==> src/rtl/uart_tx_arb_pkg.sv <==
// Shared definitions for the UART transmit arbiter.
//   arb_state_e : arbiter FSM states (TAG is only reachable when UART_TX_ARB_TAG_EN is defined)
//   TAG_NIBBLE  : upper nibble of the per-packet tag byte
//   ack_cnt_w() : width of the write-acknowledge timeout counter
package uart_tx_arb_pkg;

    typedef enum logic [1:0] {
        ARB      = 2'd0,
        TAG      = 2'd1,
        SEND     = 2'd2,
        WAIT_ACK = 2'd3
    } arb_state_e;

    localparam logic [3:0] TAG_NIBBLE = 4'hA;

    // The counter must be able to hold the value ACK_TIMEOUT itself.
    function automatic int ack_cnt_w(input int timeout);
        return (timeout < 1) ? 1 : $clog2(timeout + 1);
    endfunction

endpackage

==> src/rtl/uart_rr_arbiter.sv <==
// Combinational round-robin select.
//   i_valid : request vector
//   i_ptr   : highest-priority index for this decision
//   o_gnt   : first valid index at or after i_ptr, wrapping at NUM_REQ-1
//   o_any   : at least one request is valid
module uart_rr_arbiter
    import uart_tx_arb_pkg::*;
#(
    parameter int NUM_REQ = 4,
    parameter int IDW     = 2
) (
    input  logic [NUM_REQ-1:0] i_valid,
    input  logic [IDW-1:0]     i_ptr,
    output logic [IDW-1:0]     o_gnt,
    output logic               o_any
);

    int                 w_idx;
    logic [NUM_REQ-1:0] w_sh;

    always_comb begin
        o_gnt = '0;
        o_any = 1'b0;
        w_idx = 0;
        w_sh  = '0;
        for (int k = 0; k < NUM_REQ; k++) begin
            w_idx = int'(i_ptr) + k;
            if (w_idx >= NUM_REQ) w_idx = w_idx - NUM_REQ;
            // Shift rather than index so the select is width-clean for any NUM_REQ.
            w_sh = i_valid >> w_idx;
            if (!o_any && w_sh[0]) begin
                o_any = 1'b1;
                o_gnt = IDW'(w_idx);
            end
        end
    end

endmodule

==> src/rtl/uart_tx_arbiter.sv <==
// Shares one no-FIFO UART transmitter among NUM_REQ byte sources.
// Round-robin grant per packet, held until the byte flagged req_last is accepted.
// Each byte is written to the holding register, then the txrdy fall is awaited.
// Optional feature macro: UART_TX_ARB_TAG_EN -- prefixes each packet with the tag
// byte {4'hA, grant_id}.
// Ports:
//   clk, reset  : clock, asynchronous active-high reset
//   req_valid   : per-requester byte valid        req_data : byte i at [8i+7:8i]
//   req_last    : per-requester end of packet     req_ready: byte i accepted this cycle
//   uart_txrdy  : UART holding register empty
//   uart_wr     : one-cycle write strobe          uart_wdata : byte written
//   grant_id    : current/last grant              busy : FSM not in ARB
//   ack_err     : sticky, txrdy never dropped after a write
module uart_tx_arbiter
    import uart_tx_arb_pkg::*;
#(
    parameter int NUM_REQ     = 4,
    parameter int IDW         = 2,
    parameter int ACK_TIMEOUT = 15
) (
    input  logic                 clk,
    input  logic                 reset,
    input  logic [NUM_REQ-1:0]   req_valid,
    input  logic [8*NUM_REQ-1:0] req_data,
    input  logic [NUM_REQ-1:0]   req_last,
    output logic [NUM_REQ-1:0]   req_ready,
    input  logic                 uart_txrdy,
    output logic                 uart_wr,
    output logic [7:0]           uart_wdata,
    output logic [IDW-1:0]       grant_id,
    output logic                 busy,
    output logic                 ack_err
);

    localparam int CW = ack_cnt_w(ACK_TIMEOUT);

    arb_state_e         r_state, w_next;
    logic [IDW-1:0]     r_ptr, r_grant, w_gnt;
    logic               w_any;
    logic               r_wr, r_last, r_ack_err;
    logic [7:0]         r_wdata;
    logic [CW-1:0]      r_cnt;
    logic [NUM_REQ-1:0] w_ready;
    logic               w_sel_valid, w_sel_last;
    logic [7:0]         w_sel_data;
    logic               w_accept, w_tag_wr, w_grant_load, w_tmo;

    uart_rr_arbiter #(
        .NUM_REQ (NUM_REQ),
        .IDW     (IDW)
    ) u_rr (
        .i_valid (req_valid),
        .i_ptr   (r_ptr),
        .o_gnt   (w_gnt),
        .o_any   (w_any)
    );

    // Mux out the granted requester's lane.
    always_comb begin
        w_sel_valid = 1'b0;
        w_sel_last  = 1'b0;
        w_sel_data  = '0;
        for (int i = 0; i < NUM_REQ; i++) begin
            if (r_grant == IDW'(i)) begin
                w_sel_valid = req_valid[i];
                w_sel_last  = req_last[i];
                w_sel_data  = req_data[8*i +: 8];
            end
        end
    end

    assign w_tmo = (r_cnt == CW'(ACK_TIMEOUT));

    always_ff @(posedge clk or posedge reset) begin
        if (reset) r_state <= ARB;
        else       r_state <= w_next;
    end

    always_comb begin
        w_next       = r_state;
        w_ready      = '0;
        w_accept     = 1'b0;
        w_tag_wr     = 1'b0;
        w_grant_load = 1'b0;
        case (r_state)
            ARB: begin
                if (w_any) begin
                    w_grant_load = 1'b1;
`ifdef UART_TX_ARB_TAG_EN
                    w_next = TAG;
`else
                    w_next = SEND;
`endif
                end
            end
            TAG: begin
`ifdef UART_TX_ARB_TAG_EN
                if (uart_txrdy) begin
                    w_tag_wr = 1'b1;
                    w_next   = WAIT_ACK;
                end
`else
                w_next = ARB;
`endif
            end
            SEND: begin
                // Valid dropping mid-packet simply parks here; the grant is not released.
                w_accept = uart_txrdy & w_sel_valid;
                for (int i = 0; i < NUM_REQ; i++)
                    w_ready[i] = w_accept && (r_grant == IDW'(i));
                if (w_accept) w_next = WAIT_ACK;
            end
            WAIT_ACK: begin
                // A timeout is handled exactly like a real acknowledge.
                if (!uart_txrdy || w_tmo) w_next = r_last ? ARB : SEND;
            end
            default: w_next = ARB;
        endcase
    end

    always_ff @(posedge clk or posedge reset) begin
        if (reset) begin
            r_ptr     <= '0;
            r_grant   <= '0;
            r_wr      <= 1'b0;
            r_wdata   <= '0;
            r_last    <= 1'b0;
            r_cnt     <= '0;
            r_ack_err <= 1'b0;
        end else begin
            r_wr <= w_accept | w_tag_wr;
            if (w_grant_load) begin
                r_grant <= w_gnt;
                r_ptr   <= (int'(w_gnt) == NUM_REQ - 1) ? '0 : w_gnt + 1'b1;
            end
            if (w_accept) begin
                r_wdata <= w_sel_data;
                r_last  <= w_sel_last;
            end else if (w_tag_wr) begin
                // The tag never ends a packet, so its acknowledge returns to SEND.
                r_wdata <= {TAG_NIBBLE, 4'(r_grant)};
                r_last  <= 1'b0;
            end
            r_cnt <= (r_state == WAIT_ACK) ? r_cnt + 1'b1 : '0;
            if (r_state == WAIT_ACK && w_tmo && uart_txrdy) r_ack_err <= 1'b1;
        end
    end

    assign req_ready  = w_ready;
    assign uart_wr    = r_wr;
    assign uart_wdata = r_wdata;
    assign grant_id   = r_grant;
    assign busy       = (r_state != ARB);
    assign ack_err    = r_ack_err;

endmodule

==> config.mk <==
export PLATFORM = sky130hd
export DESIGN_NAME = uart_tx_arbiter
export DESIGN_NICKNAME = d
export VERILOG_FILES = /design/src/rtl/uart_tx_arb_pkg.sv /design/src/rtl/uart_rr_arbiter.sv /design/src/rtl/uart_tx_arbiter.sv
export SDC_FILE = /design/constraint.sdc
export NUM_CORES = 1
export LEC_CHECK = 0
export BUFFER_PORTS_ARGS = -buffer_cell sky130_fd_sc_hd__buf_2
export CORE_UTILIZATION = 47
export CTS_CLUSTER_SIZE = 14
export DETAILED_ROUTE_END_ITERATION = 8
export PLACE_DENSITY = 0.79
export SYNTH_ARGS = -nofsm -noshare
export SYNTH_HDL_FRONTEND = slang
export SYNTH_SLANG_ARGS = --single-unit
==> constraint.sdc <==
create_clock -name clk -period 3.19 [get_ports clk]
set_clock_uncertainty 0.1 [all_clocks]
set_input_delay 0.1595 -clock clk [delete_from_list [all_inputs] [get_ports clk]]
set_output_delay 0.1595 -clock clk [all_outputs]
set_load 0.05 [all_outputs]
==> results of run 1 <==
-- cells in the final DEF (no fill, tap or decap), drive strengths merged, types with 2 or more instances in the layout --
| cell | Yosys | routed |
|---|---|---|
| nor3 | 2 | 2 |
| clkbuf | 1 | 4 |
| mux2 | 11 | 11 |
| o21ai | 4 | 4 |
| buf | 6 | 62 |
| xnor2 | 3 | 3 |
| a21oi | 2 | 2 |
| a31oi | 3 | 3 |
| nand3 | 4 | 4 |
| dfrtp | 21 | 21 |
| ha | 4 | 4 |
| nor2 | 9 | 9 |
| mux2i | 3 | 3 |
| nand2 | 6 | 6 |
| inv | 6 | 6 |
| nand2b | 2 | 2 |
| mux4 | 12 | 12 |
| and3 | 2 | 2 |
-- flip-flops by register name, indices dropped and copies added, names as in the netlist, named ones only --
| register | cells |
|---|---|
| uart_wdata | 8 |
| r_last | 1 |
| grant_id | 2 |
| r_cnt | 4 |
| r_ptr | 1 |
| uart_wr | 1 |
| ack_err | 1 |
| r_state | 2 |
-- through the flow --
step	hold slack, ns	power (mW)	setup WS (ns)	cell area [um2]	utilization (%)
finish	0.0590	1.70	0.524	1740	62.6
global route	0.0511	1.81	0.328	1740	62.6
CTS	0.0516	1.70	0.521	1740	62.6
detailed placement	0.247	1.57	0.620	1700	61.3
global placement	0.234	1.54	0.728	1700	61.3
floorplan	0.0360	1.37	0.246	1400	-
-- per-layer routing --
metal  wire length, um  vias up  GRT usage (%)
li1                  -      565              -
met1              1230      604           24.3
met2              1540       51           34.8
met3               160        8           5.07
met4                44        0           5.57
met5                 0        -              0
-- power groups by stage --
stage	clock [mW]	combinational, mW	sequential [mW]
3_3_place_gp	0	1.07	0.471
2_1_floorplan	0	0.679	0.690
6_report	0.125	1.10	0.473
3_5_place_dp	0	1.09	0.479
4_1_cts	0.131	1.10	0.473
5_1_grt	0.144	1.18	0.492
-- logic make-up (layout without fill, tap and decap cells) --
| family | after synthesis | in the layout |
|---|---|---|
| AOI/OAI and AO/OA | 20 | 20 |
| xor gates and xnor gates | 4 | 4 |
| adders and majority gates | 4 | 4 |
| buffers and inverters | 13 | 73 |
| DFF | 21 | 21 |
| muxes | 26 | 26 |
| and+or+nand+nor | 28 | 28 |
-- tightest hold or removal path, cell delays in order --
cell	delay, ns
buf_2	0.11
nand3_1	0.09
o21bai_1	0.07
-- layout make-up --
type | count | area, um2
clock buffers | 4 | 26.3
fillers | 222 | 1040
multi-input cells | 82 | 800
flip-flops and latches | 21 | 526
inverters | 6 | 22.5
repair buffers | 63 | 328
well taps | 31 | 38.8
-- worst paths after layout --
kind,start,endpoint,slack [ns],depth (start not counted)
max in group asynchronous,reset,async pin,2.08,3
worst min-delay path,uart_txrdy,ack_err$_DFFE_PP0P_,0.06,3
worst min register to register,r_last$_DFFE_PP0P_,r_state[1]$_DFFE_PP0P_,0.36,1
worst max-delay path,grant_id[1]$_DFFE_PP0P_,req_ready[2],0.52,6
min in group asynchronous,reset,uart_wdata[0]$_DFFE_PP0P_,0.43,3
worst max register to register,r_ptr[1]$_DFFE_PP0P_,r_ptr[1]$_DFFE_PP0P_,0.57,8
==> results.md, run 1 <==
* Congestion Overflow GR at 0
* Total CTS buffers at 3
* Routed WL at 2970 um
* Number of diodes at 0
* Die H at 56.5 um
* Crit path largest cell delay at 0.73 ns
* Synth Area in Simple Gates at a little under a tenth
* First-pass GRT wire length at between 5000 and 6000 um
* Crit path cell chain: mux4_2 -> nand4b_1 -> inv_2 -> nand2_1 -> nor2_1 -> buf_2
* Crit Path Class: register to primary output
* Slowest CP cell: dfrtp_1
* Slew @ Worst Pin at slightly below 0.8 ns
* XOR/XNOR Fraction of Synth Area at 2.51%
* Pwr dens at between 900 and 1000 mW/mm2
* Peak VDD IR at between 0.0006 and 0.0007 V
* Standard-cell rows at 19
* Top-count cell post-synth: dfrtp_1
* Post-Syn Instances at ~120
* Final setup viols at 0
* Mapped Nets at ~160
* Buf/Inv on CP at 2
* Yosys reg bits at 21
* Synthesized cell area at 0.00140 mm2
* Cells after DPL at a little over 200
* Synthesis-to-finish area growth at 24.8%
* Vias in the first global route at ~1200
* Initial Util at between 50% and 60%
* TritonCTS clock tree: built
* Postcts setup bufs at 0
* Rel. slew slack at roughly half
* CTS max path bufs at 2
* Syn_area_per_cell at 12.0 um2
* Mux share of post-synthesis cell area at between 30 and 40%
* Internal Power at approximately 0.85 mW
* Synth Area in Compound Gates at about 11%
* Status: complete, no violations
* Synth cell types at 39
* Warning count from the yosys run at 0
* NumNets Final at about 220
* Req. time, crit path at 2.93 ns
* Critical path arrival at 2.41 ns
* DRC at 0
* Vias at ~1200
* Post-Synth Adder-Cell Area at 3.59%
* Final Cycle Share at 83.6%
* Post-route setup TNS at 0 ns
* Fin. Hold Viols at 0
* I/O pin count at 60
* Startpoint types: register
* Yosys top cell by area: dfrtp_1
* Worst hold path class: input pin to register
* Iteration count of the initial detailed-routing pass at 4
* Number of flops mapped to enable cells by yosys at 0
* Period minus WS final at 2.67 ns
* Antenna violations before repair at 0
* Largest net degree at the start of global routing at 22
* Unrepaired setup endpoints after global routing: false
* Top delay family on crit path: flip-flops
* Port bufs at around 60
* Core ar. at between 0.002 and 0.003 mm2
* Synth top area cells: dfrtp_1 38%, mux4_2 19%, mux2_1 8.9%
* Post-cts resize count at 0
* DP HPWL at about 2400 um
* Seq/Total Area, Yosys at 37.7%
* Drt wl/cell at roughly 14 um
* GRT Resource Usage Total at between 15 and 20%
* Slew Viols, Final at 0
* Register share of total power at between 20% and 30%
* Insertion delay to the later sink of the worst-skew pair at ~0.3 ns
* GP Congestion at between 0.8 and 0.9
* Final ANT Viol Nets at 0
* Leak at between 0.8 and 0.9 nW
* Async set-or-reset flop fraction in the synthesized netlist at between 90% and 100%
* Clock sink total at 21
* Initial DRC count at 37
* Share of layout cells above drive strength 1 at 47.2%
* CP Capture Type: primary output
* Share of the synthesized area in the top cell type at approximately 38%
* Die X at between 50 and 60 um
* MaxCap Viol Count at 0
* Combinational cell fraction of total power at 64.7%
* Clk network pwr share at between 7 and 8%
* Ys flop type: dfrtp_1
* Hold buffers post-CTS at 1
* H-tree lvl count at 1
* Switching power total at about 0.84 mW
* Vias per cell at a little under 6
* Clock-pin slew on the worst setup and hold paths at approximately 0.11 ns
* Fin cells at 207
* Worst-path maximum fanout at 16
* Largest family of logic cells by synthesized area: multiplexers
* Clk root buf: clkbuf_4
* Die area at roughly 0.0032 mm2
* Highest clock rate at approximately 380 MHz
* Commonest cells post-synth: 21 x dfrtp_1, 12 x mux4_2, 11 x mux2_1, 9 x nor2_1, 6 x nand2_1
* Sw Ratio at around 50%
No activity file was read; power rests on OpenSTA's default activity.
==> inputs of run 2 (changes only) <==
- CORE_UTILIZATION: 47 -> 43
- PLACE_DENSITY: 0.79 -> 0.76
- clock period: 3.19 -> 2.1 ns (I/O delays scaled with it)
==> results.md, run 2 (synthesized netlist as in run 1, its figures left out) <==
* Status: finished, violations left
* Violated checks: setup timing
* NumNets Final at 239 (+6.7%)
* Die area at 0.00348 mm2 (+9.0%)
* Reg2Reg Setup Slack at -0.1 ns (-0.67 ns)
* Core ar. at 0.00308 mm2 (+11%)
* Slew @ Worst Pin at 0.788 ns (+0.0141 ns)
* Final setup viols at 3 (+3)
* Switching power total at 1.43 mW (+70%)
* Peak VDD IR at 0.000853 V (+23%)
* Vias per cell at 5.31 (-10%)
* H-tree lvl count at 1 (unchanged)
* Worst-path maximum fanout at 3 (-13)
* Clock sink total at 21 (unchanged)
* Synthesis-to-finish area growth at 41.3%
* Hold Crit Endpoint: uart_wdata[0]$_DFFE_PP0P_
* Leak at 0.918 nW (+9.7%)
* GP Congestion at 0.868 (+7.2%)
* Most frequent cells in the layout: 57 x buf_2, 20 x dfrtp_1, 17 x buf_4
* Crit Path Class: register to register
* GRT Resource Usage Total at 20.3% (+0.39 points)
* Routed WL at 3490 um (+17%)
* Critical path arrival at 2.34 ns (-0.07 ns)
* Most common cell after layout, fill and taps aside: buf_2
* Unrepaired setup endpoints after global routing: true
* MaxCap Viol Count at 0 (unchanged)
* CTS max path bufs at 2 (unchanged)
* Slew Viols, Final at 0 (unchanged)
* Vias at 1248 (+1.6%)
* Standard-cell rows at 20 (+1)
* Pwr dens at 1520 mW/mm2 (+56%)
* TritonCTS clock tree: built
* Total CTS buffers at 3 (unchanged)
* Worst Reg2Reg Path Length in Cells at 9 (+1)
* Origin of the worst min-delay path: req_data[24]
* Final Cycle Share at 105%
* CP Capture Type: register
* Sw Ratio at 47.7% (-1.9 points)
* I/O pin count at 60 (unchanged)
* Rel. slew slack at 47.4% (-0.94 points)
* Drt wl/cell at 14.8 um (+3.3%)
* Initial Util at 45.3% (-4.8 points)
* Die X at 59.0 um (+4.4%)
* Congestion Overflow GR at 0 (unchanged)
* Fin. Hold Viols at 0 (unchanged)
* DRC at 0 (unchanged)
* Internal Power at 1.57 mW (+84%)
* Die H at 59.0 um (+4.4%)
* Highest clock rate at around 460 MHz
* DP HPWL at 2560 um (+8.8%)
* First-pass GRT wire length at 5180 um (+3.2%)
* Antenna violations before repair at 0 (unchanged)
* Max FFs per register at 8 (unchanged)
* Req. time, crit path at 2.24 ns (-0.69 ns)
* Clock-pin slew on the worst setup and hold paths at 0.13 ns (+0.02 ns)
* Initial DRC count at 40 (+8.1%)
* Startpoint types: register
* Iteration count of the initial detailed-routing pass at 4 (unchanged)
* Combinational cell fraction of total power at 71.1% (+6.4 points)
* Final ANT Viol Nets at 0 (unchanged)
* Number of diodes at 0 (unchanged)
* Final core utilization at 64.0% (+1.5 points)
* Clk network pwr share at 6.5% (-0.9 points)
* Clk root buf: clkbuf_4
* Port bufs at 59 (unchanged)
* Register share of total power at 22.4% (-5.5 points)
* Largest net degree at the start of global routing at 22 (unchanged)
* Hold Path Depth at 3 (unchanged)
* Vias in the first global route at 1156 (-2.9%)
* Insertion delay to the later sink of the worst-skew pair at 0.31 ns (about the same)
* Share of layout cells above drive strength 1 at 58.1% (+11 points)
* Tot Pwr at 3.00 mW (+77%)
* Worst hold path class: input pin to register
* Period minus WS final at 2.20 ns
* Final WS setup at -0.0962 ns (-0.620 ns)
* FF-to-FF End: grant_id[0]$_DFFE_PP0P_
-- run 2: final cells by class --
type	count	area (um2)
fillers	240	1110
multi-input cells	82	866
inverters	6	27.5
flip-flops and latches	21	527
clock buffers	3	22.5
repair buffers	78	468
well taps	44	55.1
clock inverters	1	5.00
-- run 2: routing by layer --
layer	GRT usage [%]	vias up	wire, um	share of wire, %
met2	35.6	34	1860	53
met3	4.84	6	133	3.8
met4	7.14	0	57	1.6
li1	-	594	-	-
met5	0	-	0	0
met1	24.4	614	1430	41
-- run 2: timing repair --
item,in CTS,in global routing
endpoints found under the hold margin,22,0
hold buffers,2,0
resized for setup,4,7
pin swaps,3,7
setup endpoints to repair,3,6
buffers inserted,3,6
-- run 2: per-stage QoR --
stage          instance area [um2]  worst slack (ns)  cells  TNS (ns)  hold WS, ns
2_1_floorplan                 1460            -0.127    116    -0.237      -0.0185
3_3_place_gp                  1820            0.0531    220         0        0.166
3_5_place_dp                  1820           -0.0520    220   -0.0655        0.187
4_1_cts                       1900           -0.0429    229   -0.0429        0.101
5_1_grt                       1970            -0.183    235    -0.580        0.118
6_report                      1970           -0.0962    235    -0.178        0.108
-- run 2: worst max-delay path by stage --
stage                                        from                       to  slack (ns)  cells past startpoint
final                                    register  grant_id[0]$_DFFE_PP0P_        -0.1                      9
after detailed placement                 register     r_ptr[1]$_DFFE_PP0P_       -0.05                      8
after floorplan           grant_id[1]$_DFFE_PP0P_             req_ready[0]       -0.13                      4
after CTS                                register     r_ptr[1]$_DFFE_PP0P_       -0.04                      8
after global routing                     register     r_ptr[1]$_DFFE_PP0P_       -0.18                      8
after global placement                   register     r_ptr[1]$_DFFE_PP0P_        0.05                      8
-- run 2: power groups by stage --
stage	Clock, mW	Combinational, mW	Sequential (mW)
after detailed placement	0	1.92	0.681
after global placement	0	1.85	0.669
after CTS	0.201	1.99	0.671
after floorplan	0	1.16	1.05
final	0.197	2.13	0.672
after global routing	0.220	2.28	0.693
-- run 2: worst max-delay path: stages (launching register included) --
cell and delay, ns:
dfrtp_1 0.42, inv_4 0.05, ha_4 0.29, buf_4 0.12, buf_4 0.11, mux4_2 0.51
nand2_2 0.12, nor2_1 0.06, a22oi_1 0.18, o22a_1 0.16
==> inputs of run 3 (changes only) <==
- CORE_UTILIZATION: 43 -> 51
- PLACE_DENSITY: 0.76 -> 0.85
- clock period: 2.1 -> 2.8 ns (I/O delays scaled with it)
==> results.md, run 3 (synthesized netlist as in run 1, its figures left out) <==
* Congestion Overflow GR at 0 (unchanged)
* Clock-pin slew on the worst setup and hold paths at 0.12 ns (about the same)
* Insertion delay to the later sink of the worst-skew pair at 0.30 ns (about the same)
* Port bufs at 59 (unchanged)
* Status: complete, no violations
* Most frequent cells in the layout: 59 x buf_2, 21 x dfrtp_1, 12 x mux4_2
* Post-cts resize count at 0 (-4)
* Max FFs per register at 8 (unchanged)
* Clk root buf: clkbuf_4
* Iteration count of the initial detailed-routing pass at 4 (unchanged)
* Standard-cell rows at 18 (-10%)
* Core ar. at 0.00252 mm2 (-18%)
* H-tree lvl count at 1 (unchanged)
* Routed WL at 3140 um (-10%)
* Pwr dens at 1130 mW/mm2 (-26%)
* Req. time, crit path at 2.90 ns (+0.66 ns)
* Largest net degree at the start of global routing at 22 (unchanged)
* Fin. Hold Viols at 0 (unchanged)
* Worst Setup SP: r_ptr[1]$_DFFE_PP0P_
* FF-to-FF Start: r_ptr[1]$_DFFE_PP0P_
* Number of diodes at 0 (unchanged)
* Slowest CP cell: dfrtp_1
* Hold buffers post-CTS at 1 (-1)
* Crit path cell chain: inv_1 -> ha_1 -> mux2i_1 -> a31oi_1 -> a211oi_2 -> nor2b_1 -> xnor2_1 -> a311oi_1
* Top delay family on crit path: compound AO/OA/AOI/OAI gates
* Crit Path Class: register to register
* Startpoint types: register
* Vias per cell at 5.81 (+9.4%)
* Initial DRC count at 30 (-25%)
* Worst Reg2Reg Path Length in Cells at 8 (-1)
* Worst hold path class: input pin to register
* GRT Resource Usage Total at 23.7% (+3.3 points)
* Leak at 0.849 nW (-7.5%)
* Initial Util at 55.3% (+10 points)
* Final Cycle Share at 91.0% (-14 points)
* Buf/Inv on CP at 1 (-2)
* FF-to-FF End: r_ptr[1]$_DFFE_PP0P_
* I/O pin count at 60 (unchanged)
* GP Congestion at 0.801 (-7.7%)
* Die area at 0.00295 mm2 (-15%)
* Postcts setup bufs at 0 (-3)
* Crit path to: r_ptr[1]$_DFFE_PP0P_
* NumNets Final at 226 (-5.4%)
* Total CTS buffers at 3 (unchanged)
* Vias at 1208 (-3.2%)
* Rel. slew slack at 47.9% (+0.53 points)
* Drt wl/cell at 15.1 um (+1.7%)
* Crit path largest cell delay at 0.47 ns (-0.04 ns)
* Crit path depth at 8 (-1)
* Hold slack final at 0.0288 ns (-0.0790 ns)
* Share of layout cells above drive strength 1 at 48.9% (-9.2 points)
* Die X at 54.3 um (-7.9%)
* DRC at 0 (unchanged)
* Unrepaired setup endpoints after global routing: false
* Reg2Reg Setup Slack at 0.25 ns (+0.35 ns)
* Slew @ Worst Pin at 0.781 ns (-0.00790 ns)
* Critical path arrival at 2.65 ns (+0.31 ns)
* CP Capture Type: register
* Most common cell after layout, fill and taps aside: buf_2
* Clock sink total at 21 (unchanged)
* First-pass GRT wire length at 4920 um (-4.9%)
* Antenna violations before repair at 0 (unchanged)
* Peak VDD IR at 0.000758 V (-11%)
* MaxCap Viol Count at 0 (unchanged)
* Worst-path maximum fanout at 7 (+4)
* Slew Viols, Final at 0 (unchanged)
* CTS max path bufs at 2 (unchanged)
* Final setup viols at 0 (-3)
* Synthesis-to-finish area growth at 26.5%
* TritonCTS clock tree: built
* Die H at 54.3 um (-7.9%)
* Final ANT Viol Nets at 0 (unchanged)
* Period minus WS final at 2.55 ns (+0.351 ns)
* Highest clock rate at 393 MHz (-14%)
* Post-route setup TNS at 0 ns (+0.178 ns)
* Vias in the first global route at 1203 (+4.1%)
* DP HPWL at 2560 um (+0.27%)
==> run 3: changes by cell type in the layout (fill, tap and decap cells not counted), moves of 2 or more <==
cell | previous run | this run
mux2i_1 | 1 | 3
inv_1 | 1 | 3
buf_4 | 17 | 5
buf_2 | 57 | 59
inv_4 | 2 | 0
==> run 3: how the worst min path moves through the flow <==
stage	from	end	slack, ns	depth (start not counted)
final	uart_txrdy	ack_err$_DFFE_PP0P_	0.03	3
after global routing	uart_txrdy	ack_err$_DFFE_PP0P_	0.06	3
after CTS	uart_txrdy	ack_err$_DFFE_PP0P_	0.03	3
after detailed placement	reset	ack_err$_DFFE_PP0P_	0.23	2
after global placement	reset	ack_err$_DFFE_PP0P_	0.21	2
after floorplan	reset	async pin	0.02	1
==> run 3: per-stage QoR <==
stage               area (um2)  instances  util, %  power [mW]  setup WS (ns)
finish                    1760        208     69.9        1.99          0.253
CTS                       1760        208     69.9        1.99          0.286
global placement          1730        203     68.5        1.79          0.524
floorplan                 1410        116        -        1.57          0.269
detailed placement        1730        203     68.5        1.85          0.299
global route              1760        208     69.9        2.12          0.108
==> run 3: area by class of cell <==
| type | count | area (um2) |
|---|---|---|
| Inverter | 6 | 22.5 |
| Clock buffer | 4 | 26.3 |
| Fill cell | 197 | 758 |
| Sequential cell | 21 | 526 |
| Multi-Input combinational cell | 82 | 810 |
| Tap cell | 30 | 37.5 |
| Timing Repair Buffer | 65 | 343 |
==> run 3: layer usage <==
layer  wire [um]  track usage (%)  vias up
met5           0                0        -
met4          19             6.84        0
met3         220             5.00        4
met2        1690             43.3       62
met1        1210             27.5      575
li1            -                -      567
==> run 3: tightest hold or removal path, cell delays in order <==
cell	delay [ns]
buf_2	0.11
nand3_1	0.09
o21bai_1	0.07
==> run 3: power by group <==
part | total, mW | leakage [nW] | internal, mW | switching [mW]
registers | 0.505 | 0.256 | 0.424 | 0.0810
clock network | 0.147 | 0.0150 | 0.0556 | 0.0918
logic | 1.33 | 0.578 | 0.518 | 0.815
total | 1.99 | 0.849 | 0.998 | 0.988
